## src/rtl/frame_tx.sv

```systemverilog
// Frame transmitter: pops one 140-bit entry and sends it as a framed run of
// 16-bit words (header, channel, data, CRC, tail), computing the CRC on an external unit.
module frame_tx #(
    parameter logic [15:0] IDLE_WORD  = 16'h0000,
    parameter int unsigned GAP_CYCLES = 2
) (
    input  logic         clk_in,
    input  logic         rst_n,
    input  logic         fifo_empty,
    output logic         fifo_r_enable,
    input  logic [139:0] data_from_fifo,
    output logic [15:0]  data_out,
    output logic         tx_active,
    output logic         frame_done,
    output logic         len_err,
    output logic [15:0]  crc_data,
    output logic [15:0]  crc_seed,
    input  logic [15:0]  crc_next
);
    localparam logic [15:0] HDR_WORD  = 16'hE0E0;
    localparam logic [15:0] TAIL_WORD = 16'h0E0E;
    localparam logic [7:0]  GAP_LAST  = 8'(GAP_CYCLES - 1);

    typedef enum logic [3:0] {
        IDLE, LOAD, HDR1, HDR2, CHAN, DATA, CRC, TAIL1, TAIL2, GAP
    } state_t;

    state_t        state_q, state_d;
    logic [127:0]  shreg_q, shreg_d;
    logic [3:0]    cnt_q, cnt_d;
    logic [7:0]    chan_q, chan_d;
    logic [7:0]    gap_q, gap_d;
    logic [15:0]   data_out_q, data_out_d;
    logic          fifo_r_enable_q, fifo_r_enable_d;
    logic          tx_active_q, tx_active_d;
    logic          frame_done_q, frame_done_d;
    logic          len_err_q, len_err_d;
    logic [15:0]   crc_data_q, crc_data_d;
    logic [15:0]   crc_seed_q, crc_seed_d;
    logic          emit_s;

    // Next-state and registered-output decode; each output describes the word shown in the following state.
    always_comb begin
        state_d         = state_q;
        shreg_d         = shreg_q;
        cnt_d           = cnt_q;
        chan_d          = chan_q;
        gap_d           = gap_q;
        data_out_d      = IDLE_WORD;
        fifo_r_enable_d = 1'b0;
        tx_active_d     = 1'b0;
        frame_done_d    = 1'b0;
        len_err_d       = 1'b0;
        crc_data_d      = 16'h0000;
        crc_seed_d      = crc_seed_q;
        emit_s          = 1'b0;

        case (state_q)
            IDLE: begin
                if (!fifo_empty) begin
                    fifo_r_enable_d = 1'b1;
                    state_d         = LOAD;
                end else begin
                    state_d = IDLE;
                end
            end
            LOAD: begin
                shreg_d = data_from_fifo[139:12];
                chan_d  = data_from_fifo[11:4];
                cnt_d   = data_from_fifo[3:0];
                if ((data_from_fifo[3:0] == 4'd0) || (data_from_fifo[3:0] > 4'd8)) begin
                    len_err_d = 1'b1;
                    state_d   = IDLE;
                end else begin
                    crc_seed_d  = 16'h0000;
                    data_out_d  = HDR_WORD;
                    tx_active_d = 1'b1;
                    state_d     = HDR1;
                end
            end
            HDR1: begin
                data_out_d  = HDR_WORD;
                tx_active_d = 1'b1;
                state_d     = HDR2;
            end
            HDR2: begin
                data_out_d  = {8'h00, chan_q};
                tx_active_d = 1'b1;
                state_d     = CHAN;
            end
            CHAN: begin
                emit_s  = 1'b1;
                state_d = DATA;
            end
            DATA: begin
                // The word now on the link is crc_data_q; fold its CRC into the accumulator.
                crc_seed_d = crc_next;
                if (cnt_q == 4'd0) begin
                    data_out_d  = crc_next;
                    tx_active_d = 1'b1;
                    state_d     = CRC;
                end else begin
                    emit_s  = 1'b1;
                    state_d = DATA;
                end
            end
            CRC: begin
                data_out_d  = TAIL_WORD;
                tx_active_d = 1'b1;
                state_d     = TAIL1;
            end
            TAIL1: begin
                data_out_d   = TAIL_WORD;
                tx_active_d  = 1'b1;
                frame_done_d = 1'b1;
                state_d      = TAIL2;
            end
            TAIL2: begin
                gap_d   = 8'd0;
                state_d = GAP;
            end
            GAP: begin
                if (gap_q == GAP_LAST) begin
                    state_d = IDLE;
                end else begin
                    gap_d   = gap_q + 8'd1;
                    state_d = GAP;
                end
            end
            default: begin
                state_d = IDLE;
            end
        endcase

        if (emit_s) begin
            data_out_d  = shreg_q[127:112];
            crc_data_d  = shreg_q[127:112];
            tx_active_d = 1'b1;
            shreg_d     = {shreg_q[111:0], 16'h0000};
            cnt_d       = cnt_q - 4'd1;
        end else begin
            crc_data_d = 16'h0000;
        end
    end

    // State, datapath and output registers; reset abandons any frame in flight.
    always_ff @(posedge clk_in or negedge rst_n) begin
        if (!rst_n) begin
            state_q         <= IDLE;
            shreg_q         <= 128'd0;
            cnt_q           <= 4'd0;
            chan_q          <= 8'd0;
            gap_q           <= 8'd0;
            data_out_q      <= IDLE_WORD;
            fifo_r_enable_q <= 1'b0;
            tx_active_q     <= 1'b0;
            frame_done_q    <= 1'b0;
            len_err_q       <= 1'b0;
            crc_data_q      <= 16'h0000;
            crc_seed_q      <= 16'h0000;
        end else begin
            state_q         <= state_d;
            shreg_q         <= shreg_d;
            cnt_q           <= cnt_d;
            chan_q          <= chan_d;
            gap_q           <= gap_d;
            data_out_q      <= data_out_d;
            fifo_r_enable_q <= fifo_r_enable_d;
            tx_active_q     <= tx_active_d;
            frame_done_q    <= frame_done_d;
            len_err_q       <= len_err_d;
            crc_data_q      <= crc_data_d;
            crc_seed_q      <= crc_seed_d;
        end
    end

    assign data_out      = data_out_q;
    assign fifo_r_enable = fifo_r_enable_q;
    assign tx_active     = tx_active_q;
    assign frame_done    = frame_done_q;
    assign len_err       = len_err_q;
    assign crc_data      = crc_data_q;
    assign crc_seed      = crc_seed_q;

endmodule

```

## config.mk

```make
export PLATFORM = sky130hd
export DESIGN_NAME = frame_tx
export DESIGN_NICKNAME = d
export VERILOG_FILES = /design/src/rtl/frame_tx.sv
export SDC_FILE = /design/constraint.sdc
export NUM_CORES = 1
export LEC_CHECK = 0
export BUFFER_PORTS_ARGS = -buffer_cell sky130_fd_sc_hd__buf_2
export CAP_MARGIN = 10
export CORE_ASPECT_RATIO = 0.5
export CORE_MARGIN = 2
export CORE_UTILIZATION = 45
export CTS_CLUSTER_SIZE = 8
export DETAILED_ROUTE_END_ITERATION = 16
export GPL_TIMING_DRIVEN = 0
export PLACE_DENSITY = 0.8
export SETUP_SLACK_MARGIN = 0.5
export SLEW_MARGIN = 10
export SYNTH_ARGS = -nofsm -noshare
export SYNTH_HDL_FRONTEND = slang
export SYNTH_SLANG_ARGS = --single-unit
```

## constraint.sdc

```tcl
create_clock -name clk_in -period 2.95 [get_ports clk_in]
set_input_delay 0.1475 -clock clk_in [delete_from_list [all_inputs] [get_ports clk_in]]
set_output_delay 0.1475 -clock clk_in [all_outputs]
set_load 0.01 [all_outputs]
```

---- After elaboration in Yosys (flattened, before gate mapping) ----
Index checks and enable logic that the tools add are counted.
storage, ports and cells
  memory bits (writable) .................. 0
  bits in latches ......................... 0
  register bits ........................... 204
  memories kept ........................... 0
  bits in read-only memories .............. 0
  output and inout bits ................... 52
cells by class
  add/subtract/negate cells ............... 2
  $lt $le $gt $ge ......................... 1
  div/mod/pow operators ................... 0
  reduce and logical (&&, ||, !) cells .... 11
  bitwise logic cells ..................... 0
  multiply operators ...................... 0
  mux-type cells .......................... 29
  shift operators ......................... 0
  equality and inequality tests ........... 12
operators with widths
  cell                   count
  $mux W128              2
  $mux W16               5
  $pmux W16 S5           1
  $pmux W4 S10           1
  $pmux W16 S2           1
  $eq A4 B3 Y1 const B   4
  $pmux W8 S2            1
  $logic_not A4 Y1       3
  $mux W4                3
  $mux W1                10
  $add A8 B1 Y8 const B  1
  $eq A4 B2 Y1 const B   2
  $eq A4 B4 Y1 const B   2
  $eq A8 B1 Y1 const B   1
  $mux W8                1
  $reduce_bool A2 Y1     3
  $eq A4 B1 Y1 const B   1
  $gt A4 B4 Y1 const B   1
  $mux W2                2
  $ne A2 B2 Y1 const B   2
  $reduce_and A2 Y1      2
  $reduce_or A4 Y1       1
  $sub A4 B1 Y4 const B  1
  $pmux W1 S3            1
  other kinds (3)        3

---- Longest topological paths before layout ----
Gate-level depths: netlist of the first run.
  depth after elaboration ................. 5
  depth in mapped cells ................... 10
  gate-level depth less buffers ........... 6

---- Worst setup path after synthesis of the first run ----
No wires, ideal clock.
  path type ............................... register to register
  start point ............................. register gap_q[1]
  end point ............................... register state_q[3]
  buffers on the path ..................... 0
  stages on the path, launching flop included .. 7
  slack ................................... 1166 ps
  arrival ................................. 1654 ps
  library setup time ...................... 130 ps
  cell sequence ........................... dfrtp_1 > inv_1 > ha_1 > or4b_1 > or4_4 > o21ai_2 > o21ai_0
on the way
  word-level cells in the longest chain between the ends .. 3
RTL lines
  element                 line  text
  start, declared         32    logic [7:0] gap_q, gap_d;
  start signal, assigned  166   gap_q <= gap_d;
  $eq A8 B1 Y1            123   if (gap_q == GAP_LAST) begin
  $mux W4                 123
  $pmux W4 S10            58    case (state_q)
  net state_d[3]          28    state_t state_q, state_d;
  end signal, assigned    162   state_q <= state_d;
  end, declared           28
The timed path passes the listed nets, and every way through them passes these cells.
A chain may end at the register's enable or synchronous reset.

---- Worst setup path in the final report of the first run ----
  start point ............................. register state_q[1]
  end point ............................... register shreg_q[33]
on the way
  word-level cells in the longest chain between the ends .. 3
  elaborated cells between the ends (all ways) .. 6
RTL lines
  element                                                 line  text
  $eq A4 B3 Y1                                            58
  $pmux W1 S2                                             58
  $mux W128 / $reduce_bool A2 Y1 (equally long branches)  n/a
  end signal, assigned                                    163   shreg_q <= shreg_d;
  end, declared                                           29    logic [127:0] shreg_q, shreg_d;
Several ways; a longest one is shown, not always the timed one.

==> results of run 1 <==
==> cells in the final DEF (no fill, tap or decap), drive strengths merged, types with 2 or more instances in the layout <==
cell type,netlist,layout
or4b,2,2
nand2,394,394
nand2b,6,6
nand3,106,106
or3,3,3
a21oi,22,22
a221o,2,2
a22o,17,17
nor2,13,13
a22oi,11,11
dfrtp,204,204
clkbuf,25,54
buf,34,245
ha,4,4
dlygate4sd3,0,158
nor4,3,3
a21o,2,2
nor3b,3,3
a221oi,8,8
and3,16,16
o21ai,7,7
o221a,2,2
nor3,5,5
xnor2,2,2
and2,2,2
a211o,7,7
inv,9,10
==> metal layers <==
metal  vias up  GRT usage (%)
met4         0           17.9
met5         -              0
met1      4111           35.3
li1       3861              -
met3       141           5.09
met2       538           49.4
==> cell families after synthesis <==
logic type / share of synthesized area [%]
flops: 59.7
xor+xnor: 0.308
mux: 0.117
fa+ha+maj: 0.586
compound gates: 7.56
simple gates: 28.1
buf+inv: 3.56
==> area by class of cell <==
type	count	area [µm²]
repair buffers	369	2670
fillers	1325	6160
inverters	9	33.8
clock inverters	2	38.8
plain buffers	59	274
multi-input cells	654	3140
diodes	1	2.50
flip-flops and latches	204	5100
well taps	259	324
clock buffers	29	726
==> registers in the layout, summed over array words and instances, names as in the netlist, 4 cells and up <==
| signal | count |
|---|---|
| chan_q | 8 |
| cnt_q | 4 |
| crc_data | 16 |
| crc_seed | 16 |
| data_out | 16 |
| gap_q | 8 |
| shreg_q | 128 |
| state_q | 4 |
==> through the flow <==
step / worst slack (ns) / hold WS, ns / area (µm²)
final: 0.560 / 0.211 / 12300
after detailed placement: 0.671 / 0.198 / 9960
after floorplan: 1.17 / -0.148 / 8540
after CTS: 0.619 / 0.255 / 12300
after global routing: 0.524 / 0.286 / 12300
after global placement: -1.51 / 0.344 / 9920
==> worst max path at each step <==
stage          startpoint           end  cells past startpoint
6_report       state_q[1]   shreg_q[33]                      6
3_3_place_gp        rst_n  crc_seed[14]                      1
5_1_grt        state_q[1]   shreg_q[33]                      6
4_1_cts          cnt_q[0]   shreg_q[67]                      9
2_1_floorplan    gap_q[1]    state_q[3]                      6
3_5_place_dp     cnt_q[0]   shreg_q[79]                      9
==> power breakdown <==
group          switching [mW]  internal (mW)  leakage, nW
Combinational            3.34           1.94         3.33
Sequential              0.719           4.07         2.59
Clock                    1.17           1.80        0.376
Total                    5.22           7.81         6.30
==> timing repair <==
item / CTS / global route
resized for setup: 0 / 7
setup endpoints to repair: 0 / 46
hold endpoints to repair: 260 / 0
hold buffers: 158 / 0
==> impl_results.md, run 1 <==
- Status: finished clean
- Drt via density: 5.45
- Synth cell count leaders: nand2_1 (394), dfrtp_1 (204), nand3_1 (106)
- Mapped Cells: around 930
- Finished Core Util: 66.6%
- Worst r2r src: state_q[1]
- Fmax: approximately 420 MHz
- Max_slew headroom: 46.1%
- Most used cell, CP: buf_2
- DR top layer: met4
- CP arrival: about 2.8 ns
- CP Max Fanout: 10
- Async S/R FF share, synth: between 90% and 100%
- Core Region: 0.0185 mm²
- Residual DRC count: 0
- Netlist cell types: 50
- Worst-case reg-to-reg path depth: 6
- Routed wire length: around 29 mm
- Die width: between 150 and 200 µm
- CTS tree: done
- Final #Nets: ~1.5k
- Worst clock skew: a little under 0.02 ns
- GP Congestion: approximately 0.90
- Tcrit/Tclk final: approximately four fifths
- Row Count: 35
- I/O pin count: 211
- Total global-route track usage: about 29%
- Most common cell in the netlist: nand2_1
- ANT nets after route: 0
- Hold Crit Class: primary input to asynchronous set/reset pin
- R2R setup slack: about 0.56 ns
- Clk_lat worst skew: approximately 0.53 ns
- Delay-heaviest family, CP: buffers and inverters
- Period minus WS final: 2.39 ns
- Post-synth EDFFs: 0
- Vias in the first global route: ~8.8k
- CP peak stage delay: 0.62 ns
- Slew Limit Fails: 0
- #FFs+latches synth: 204
- Met3 wire len: 1.95 mm
- Type of element capturing the critical path: register
- Yosys top cell by area: dfrtp_1
- Htree depth: 1
- Initial DRC Count: 729
- Critical Path, Cell by Cell: buf_2 -> nor4b_4 -> buf_2 -> clkbuf_1 -> nand2_1 -> nand3_1
- Kind of critical path: register to register
- Top post-synthesis cells by area: dfrtp_1 (60%), nand2_1 (17%), nand3_1 (6.2%)
- Detailed Place HPWL: around 17 mm
- PwrDens: between 1000 and 1500 mW/mm²
- Initial antenna violation count: 1
- Met2 WL post-DR: 14.0 mm
- CTS Buf Count: 29
- CP max stage cell: nor4b_4
- Syn nets: around 1.1k
- TritonCTS Sinks: 204
- Largest net degree at the start of global routing: around 120
- Avg Inst Size Synth: 9.23 µm²
- Initial cell density of the core: roughly 46%
- Top cell type's share of synthesized area: between 50% and 60%
- Yosys warnings: 0
- Met1 WL: about 11 mm
- Root Buffer: clkbuf_16
- Input/output buffers: 210
- 1st-pass router iterations: 6
- R2R Path End: shreg_q[33]
- Pleak: 6.30 nW
- Hold Fails Final Rpt: 0
- CP Launch Type: register
- Tot Pwr: about 13 mW
- CP required: between 3 and 4 ns
- Top FF cell, synth: dfrtp_1
- Worst-Margin Slew: approximately 0.81 ns
- Avg WL per Cell: 18.3 µm
- GR Overflow Total: 0
- Max IR drop VDD: just under 0.5 mV
- Mapped Area: roughly 0.0085 mm²
- Routed vias: just under 9k
- Worst-path clk slew: ~0.050 ns
- RSZ-0062 raised after global routing: false
- CP bufs+invs: 3
- Die area: 0.0202 mm²
- Share of cells above drive strength 1: a little over a fifth
- Layout overhead on the synthesized area: 44.1%
- Max-Cap Viols: 0
- Setup TNS: 0 ns
- Setup Fix Bufs, Post-CTS: 0
- First-pass GRT wire length: 45.0 mm
- Clock buffer depth: 3
- Seq/Total Area, Yosys: about three fifths
- Die height: about 100 µm
- Fin cells: around 1.6k
- Post-Place Cells: 1396
- Final setup viols: 0
Power figures use the tool's default switching activity.
==> run 2: changes to the inputs <==
--- a/config.mk
+++ b/config.mk
@@ -13,7 +13,7 @@
 export CTS_CLUSTER_SIZE = 8
 export DETAILED_ROUTE_END_ITERATION = 16
 export GPL_TIMING_DRIVEN = 0
-export PLACE_DENSITY = 0.8
+export PLACE_DENSITY = 0.83
 export SETUP_SLACK_MARGIN = 0.5
 export SLEW_MARGIN = 10
 export SYNTH_ARGS = -nofsm -noshare
==> constraint.sdc (replaced) <==
create_clock -name clk_in -period 2.1 [get_ports clk_in]
set_input_delay 0.105 -clock clk_in [delete_from_list [all_inputs] [get_ports clk_in]]
set_output_delay 0.105 -clock clk_in [all_outputs]
set_load 0.01 [all_outputs]
==> impl_results.md, run 2 (synthesis gave the netlist of run 1 again) <==
- Input/output buffers: 210 (unchanged)
- Most frequent cells in the layout: nand2_1 (211), buf_2 (211), dfrtp_1 (201), dlygate4sd3_1 (158), nand2_4 (121)
- Share of cells above drive strength 1: 54.5% (+33 points)
- Detailed Place HPWL: 17.6 mm (+1.3%)
- R2R Path End: shreg_q[101]
- Status: finished with violations
- GP Congestion: 0.858 (-4.6%)
- Max reg flops: 128 (unchanged)
- Root Buffer: clkbuf_16
- Max IR drop VDD: 1.42 mV (+190%)
- Critical Path, Cell by Cell: inv_2 -> ha_4 -> nand4bb_4 -> buf_8 -> and2_4 -> clkbuf_16 -> bufbuf_16 -> a22oi_2 -> nand2_4
- Register area: 0.00511 mm² (about the same)
- CP required: 2.51 ns (-0.88 ns)
- Layout overhead on the synthesized area: 94.7%
- Total global-route track usage: 43.1% (+14 points)
- Max-Cap Viols: 0 (unchanged)
- Post-route cell area: 0.0166 mm² (+35%)
- Hold Crit Class: primary input to asynchronous set/reset pin
- Routed wire length: 55.3 mm (+91%)
- CP Launch Type: register
- Worst r2r src: cnt_q[0]
- RSZ-0062 raised after global routing: true
- Core Region: 0.0185 mm² (unchanged)
- Die area: 0.0202 mm² (unchanged)
- Finished Core Util: 90.0% (+23 points)
- R2R setup slack: -0.30 ns (-0.86 ns)
- CP Max Fanout: 8 (-2)
- Residual DRC count: 0 (unchanged)
- Die height: 101 µm (unchanged)
- GR peak layer: met2
- Largest Register: shreg_q
- Critical path origin: cnt_q[0]
- Tcrit/Tclk final: 114% (+33 points)
- Pleak: 8.82 nW (+40%)
- CTS Buf Count: 29 (unchanged)
- Clock buffer depth: 3 (unchanged)
- GR Overflow Total: 0 (unchanged)
- Final #Nets: 1595 (+7.1%)
- Initial antenna violation count: 5 (+4)
- 1st-pass router iterations: 9 (+3)
- CP max stage cell: a22oi_2
- PwrDens: 1880 mW/mm² (+78%)
- Worst Setup Slack, final: -0.299 ns (-0.859 ns)
- GR Layer Usage met1: 50.9% (+16 points)
- Grt met3 use: 11.4% (+6.3 points)
- Worst-path clk slew: 0.06 ns (about the same)
- Routed vias: 11.4k (+32%)
- Initial DRC Count: 1870 (+160%)
- ANT nets after route: 0 (unchanged)
- Avg WL per Cell: 32.7 µm (+79%)
- Clk_lat worst skew: 0.57 ns (+0.04 ns)
- Period minus WS final: 2.40 ns (+0.00921 ns)
- CTS tree: done
- Max_slew headroom: 53.7% (+7.6 points)
- CP arrival: 2.81 ns (-0.02 ns)
- Initial cell density of the core: 46.2% (unchanged)
- CP peak stage delay: 0.52 ns (-0.10 ns)
- Drt via density: 6.74 (+23%)
- First-pass GRT wire length: 64.6 mm (+44%)
- Type of element capturing the critical path: register
- Vias in the first global route: 11.1k (+25%)
- Worst-Margin Slew: 0.695 ns (-0.113 ns)
- Final setup viols: 32 (+32)
- Multi-input logic area: 0.00524 mm² (+67%)
- Row Count: 35 (unchanged)
- Die width: 199 µm (unchanged)
- Tot Pwr: 31.3 mW (+140%)
- Largest net degree at the start of global routing: 119 (+0.85%)
- Hold Fails Final Rpt: 0 (unchanged)
- Area after DPL: 0.0102 mm² (+2.5%)
- Met2 Use GR: 70.7% (+21 points)
- I/O pin count: 211 (unchanged)
- Place WS: 0.0724 ns (-0.599 ns)
- Worst-case reg-to-reg path depth: 9 (+3)
- Layout fillers: 578 (-56%)
- Htree depth: 1 (unchanged)
- TritonCTS Sinks: 204 (unchanged)
- Violated checks: setup timing
- Fmax: 417 MHz (-0.38%)
- Worst clock skew: 0.0288 ns (+0.00934 ns)
- Slew Limit Fails: 0 (unchanged)
- Kind of critical path: register to register
[run 2: critical path, delay by kind of cell (launching register included)]
family | cells | cell delay (ns)
AOI/OAI and AO/OA | 1 | 0.52
adders and majority gates | 1 | 0.16
buffers and inverters | 4 | 0.74
DFF | 1 | 0.43
and+or+nand+nor | 3 | 0.40
[run 2: how the worst max path moves through the flow]
stage,to,slack [ns],cells past startpoint
4_1_cts,gap_q[0],0.22,6
3_3_place_gp,shreg_q[12],-2.28,1
6_report,shreg_q[101],-0.30,9
2_1_floorplan,state_q[3],0.32,6
5_1_grt,shreg_q[101],-0.28,9
3_5_place_dp,gap_q[0],0.07,5
[run 2: routing by layer]
layer,vias up,share of wire (%)
met4,10,12
met5,-,0.16
li1,4094,-
met2,1423,41
met1,5241,31
met3,629,16
[run 2: stage by stage]
step	TNS [ns]	instances	hold WS (ns)
floorplan	0	926	-0.191
global placement	-460.58	1395	0.303
detailed placement	0	1396	0.153
CTS	0	1667	0.123
global route	-2.40	1690	0.221
finish	-1.80	1692	0.157
[run 2: cell type report]
class / count / share of cell area [%]
diodes: 2 / 0.0301
multi-input cells: 654 / 31.5
plain buffers: 59 / 5.48
well taps: 259 / 1.95
clock buffers: 29 / 4.36
clock inverters: 1 / 0.180
repair buffers: 475 / 25.6
flip-flops and latches: 204 / 30.7
inverters: 9 / 0.203
[run 2: power by group]
part,switching [mW],total [mW],internal [mW]
logic,10.2,18.9,8.66
registers,2.29,8.01,5.72
clock network,1.91,4.44,2.53
[run 2: what timing repair did]
item,CTS,global route
endpoints found under the hold margin,259,0
resized for setup,446,247
endpoints found under the setup margin,190,203
gates cloned,30,3
hold buffers,158,0
setup buffers,53,20
pin swaps,111,82
==> run 3: changes to the inputs <==
--- a/config.mk
+++ b/config.mk
@@ -10,6 +10,7 @@
 export CORE_ASPECT_RATIO = 0.5
 export CORE_MARGIN = 2
 export CORE_UTILIZATION = 45
+export CTS_BUF_LIST = sky130_fd_sc_hd__clkbuf_4 sky130_fd_sc_hd__clkbuf_8
 export CTS_CLUSTER_SIZE = 8
 export DETAILED_ROUTE_END_ITERATION = 16
 export GPL_TIMING_DRIVEN = 0
==> impl_results.md, run 3 (synthesis gave the netlist of run 1 again) <==
- Period minus WS final: 2.60 ns (+0.198 ns)
- Final #Nets: 1581 (-0.88%)
- CP max stage cell: dfrtp_1
- 1st-pass router iterations: 8 (-1)
- Die width: 199 µm (unchanged)
- GR Overflow Total: 0 (unchanged)
- Switching pwr: 13.4 mW (-6.7%)
- Part of the power in combinational logic: 61.0% (+0.8 points)
- Kind of critical path: register to register
- CP arrival: 3.00 ns (+0.19 ns)
- Min Hold Slack: 0.122 ns (-0.0350 ns)
- Detailed Place HPWL: 17.6 mm (unchanged)
- Input/output buffers: 210 (unchanged)
- GP Congestion: 0.858 (unchanged)
- Root Buffer: clkbuf_8
- Violated checks: setup timing
- Die area: 0.0202 mm² (unchanged)
- Fin cells: 1691 (-0.059%)
- Worst clock skew: 0.0253 ns (-0.00349 ns)
- PwrDens: 1790 mW/mm² (-4.8%)
- CP Launch Type: register
- Tot Pwr: 28.7 mW (-8.5%)
- Clock buffer depth: 3 (unchanged)
- Commonest non-fill, non-tap cell in the layout: nand2_1
- I/O pin count: 211 (unchanged)
- Status: finished with violations
- Initial DRC Count: 1673 (-11%)
- Worst-path clk slew: 0.07 ns (about the same)
- Drt via density: 6.59 (-2.2%)
- Most used cell, CP: buf_12
- Post-Place Cells: 1396 (unchanged)
- GR Layer Usage met1: 42.3% (-8.6 points)
- Max IR drop VDD: 0.890 mV (-37%)
- Pleak: 8.60 nW (-2.6%)
- CTS tree: done
- Initial antenna violation count: 7 (+2)
- Routed vias: 11.1k (-2.2%)
- CP peak stage delay: 0.41 ns (-0.11 ns)
- Initial cell density of the core: 46.2% (unchanged)
- Final setup viols: 19 (-41%)
- Setup TNS: -1.12 ns (+0.682 ns)
- Htree depth: 1 (unchanged)
- GR peak layer: met2
- CP Max Fanout: 6 (-2)
- Flop pwr share: 27.5% (+1.9 points)
- ANT nets after route: 0 (unchanged)
- Residual DRC count: 0 (unchanged)
- Die height: 101 µm (unchanged)
- Total global-route track usage: 36.3% (-6.8 points)
- Type of element capturing the critical path: register
- RSZ-0062 raised after global routing: true
- Slew Limit Fails: 0 (unchanged)
- TritonCTS Sinks: 204 (unchanged)
- Core Region: 0.0185 mm² (unchanged)
- CP bufs+invs: 5 (+1)
- Worst-Margin Slew: 0.729 ns (+0.0338 ns)
- Largest Register: shreg_q
- Row Count: 35 (unchanged)
- Max_slew headroom: 51.2% (-2.4 points)
- CP required: 2.50 ns (about the same)
- CTS Buf Count: 30 (+3.4%)
- Tcrit/Tclk final: 124% (+9.4 points)
- Fmax: 385 MHz (-7.6%)
- Most frequent cells in the layout: nand2_1 (232), buf_2 (213), dfrtp_1 (204), dlygate4sd3_1 (158), nand2_4 (122)
- Met2 Use GR: 61.1% (-9.6 points)
- Vias in the first global route: 10.2k (-8.1%)
- Hold Fails Final Rpt: 0 (unchanged)
- Max reg flops: 128 (unchanged)
- Clk_lat worst skew: 0.60 ns (+0.03 ns)
- Pint: 15.2 mW (-10%)
- Hold Crit Class: primary input to asynchronous set/reset pin
- Avg WL per Cell: 29.8 µm (-8.6%)
- Place WS: 0.0724 ns (unchanged)
- Routed wire length: 50.4 mm (-8.7%)
- Clock power frac: 11.5% (-2.7 points)
- Layout overhead on the synthesized area: 87.2%
- Share of cells above drive strength 1: 52.4% (-2.1 points)
- Grt met3 use: 7.96% (-3.5 points)
- Switching fraction of total power: 46.9% (+0.92 points)
- Delay-heaviest family, CP: buffers and inverters
- Critical Path, Cell by Cell: inv_2 -> ha_4 -> nand4bb_1 -> clkbuf_8 -> and2_4 -> buf_12 -> buf_8 -> buf_12 -> a22oi_2 -> nand2_1
- Largest net degree at the start of global routing: 119 (unchanged)
- Max-Cap Viols: 0 (unchanged)
- Worst Setup Slack, final: -0.498 ns (-0.198 ns)
- First-pass GRT wire length: 55.2 mm (-15%)
[run 3: changes by cell type in the layout (fill, tap and decap cells not counted), moves of 4 or more]
| cell | previous run | this run |
|---|---|---|
| nand3_1 | 10 | 5 |
| nand2_1 | 211 | 232 |
| nand2_2 | 61 | 40 |
| clkbuf_16 | 39 | 12 |
| nand3_2 | 95 | 99 |
| buf_16 | 23 | 16 |
| clkbuf_4 | 4 | 13 |
| clkbuf_8 | 6 | 36 |
| buf_4 | 40 | 35 |
[run 3: layout make-up]
cell class / count / area (µm²)
Inverter: 9 / 33.8
Timing Repair Buffer: 460 / 4070
Antenna cell: 5 / 12.5
Fill cell: 668 / 2480
Buffer: 59 / 774
Tap cell: 259 / 324
Multi-Input combinational cell: 654 / 5160
Sequential cell: 204 / 5100
Clock buffer: 41 / 514
[run 3: worst paths after layout]
check | end | depth (start not counted) | slack (ns) | from
setup reg to reg | shreg_q[117] | 10 | -0.50 | cnt_q[0]
hold / removal | data_out[10] | 2 | 0.12 | rst_n
hold reg to reg | crc_seed[2] | 1 | 0.50 | crc_seed[2]
setup / recovery | shreg_q[117] | 10 | -0.50 | cnt_q[0]
max in group asynchronous | shreg_q[39] | 3 | 0.87 | rst_n
min in group clk_in | chan_q[1] | 4 | 0.28 | data_from_fifo[5]
[run 3: metrics by stage]
stage	cell area, µm²	util (%)
after floorplan	8790	-
after global placement	10200	55.0
after detailed placement	10200	55.2
after CTS	14200	76.8
after global routing	16000	86.5
final	16000	86.6
[run 3: power by group through the flow]
stage	registers, mW	clock network [mW]	logic (mW)
CTS	6.83	3.00	11.7
detailed placement	6.70	0	7.28
finish	7.89	3.29	17.5
global placement	6.65	0	7.04
floorplan	6.60	0	5.03
global route	7.90	3.35	17.8
[run 3: worst register-to-register path, stage by stage (launching register included)]
cell and delay [ns]:
dfrtp_1 0.41, inv_2 0.16, ha_4 0.17, nand4bb_1 0.16
clkbuf_8 0.21, and2_4 0.18, buf_12 0.15, buf_8 0.14
buf_12 0.14, a22oi_2 0.38, nand2_1 0.30
[run 3: routing by layer]
layer,vias to the layer above,wire (µm)
li1,4060,-
met1,5274,16100
met2,1258,21900
met3,547,6930
met4,2,5480
met5,-,54
[run 3: timing repair]
item,in CTS,in global routing
pin swaps,41,103
hold buffers,158,0
cloned,20,10
setup buffers,50,11
endpoints found under the setup margin,190,198
resized for setup,264,366
hold endpoints to repair,260,0
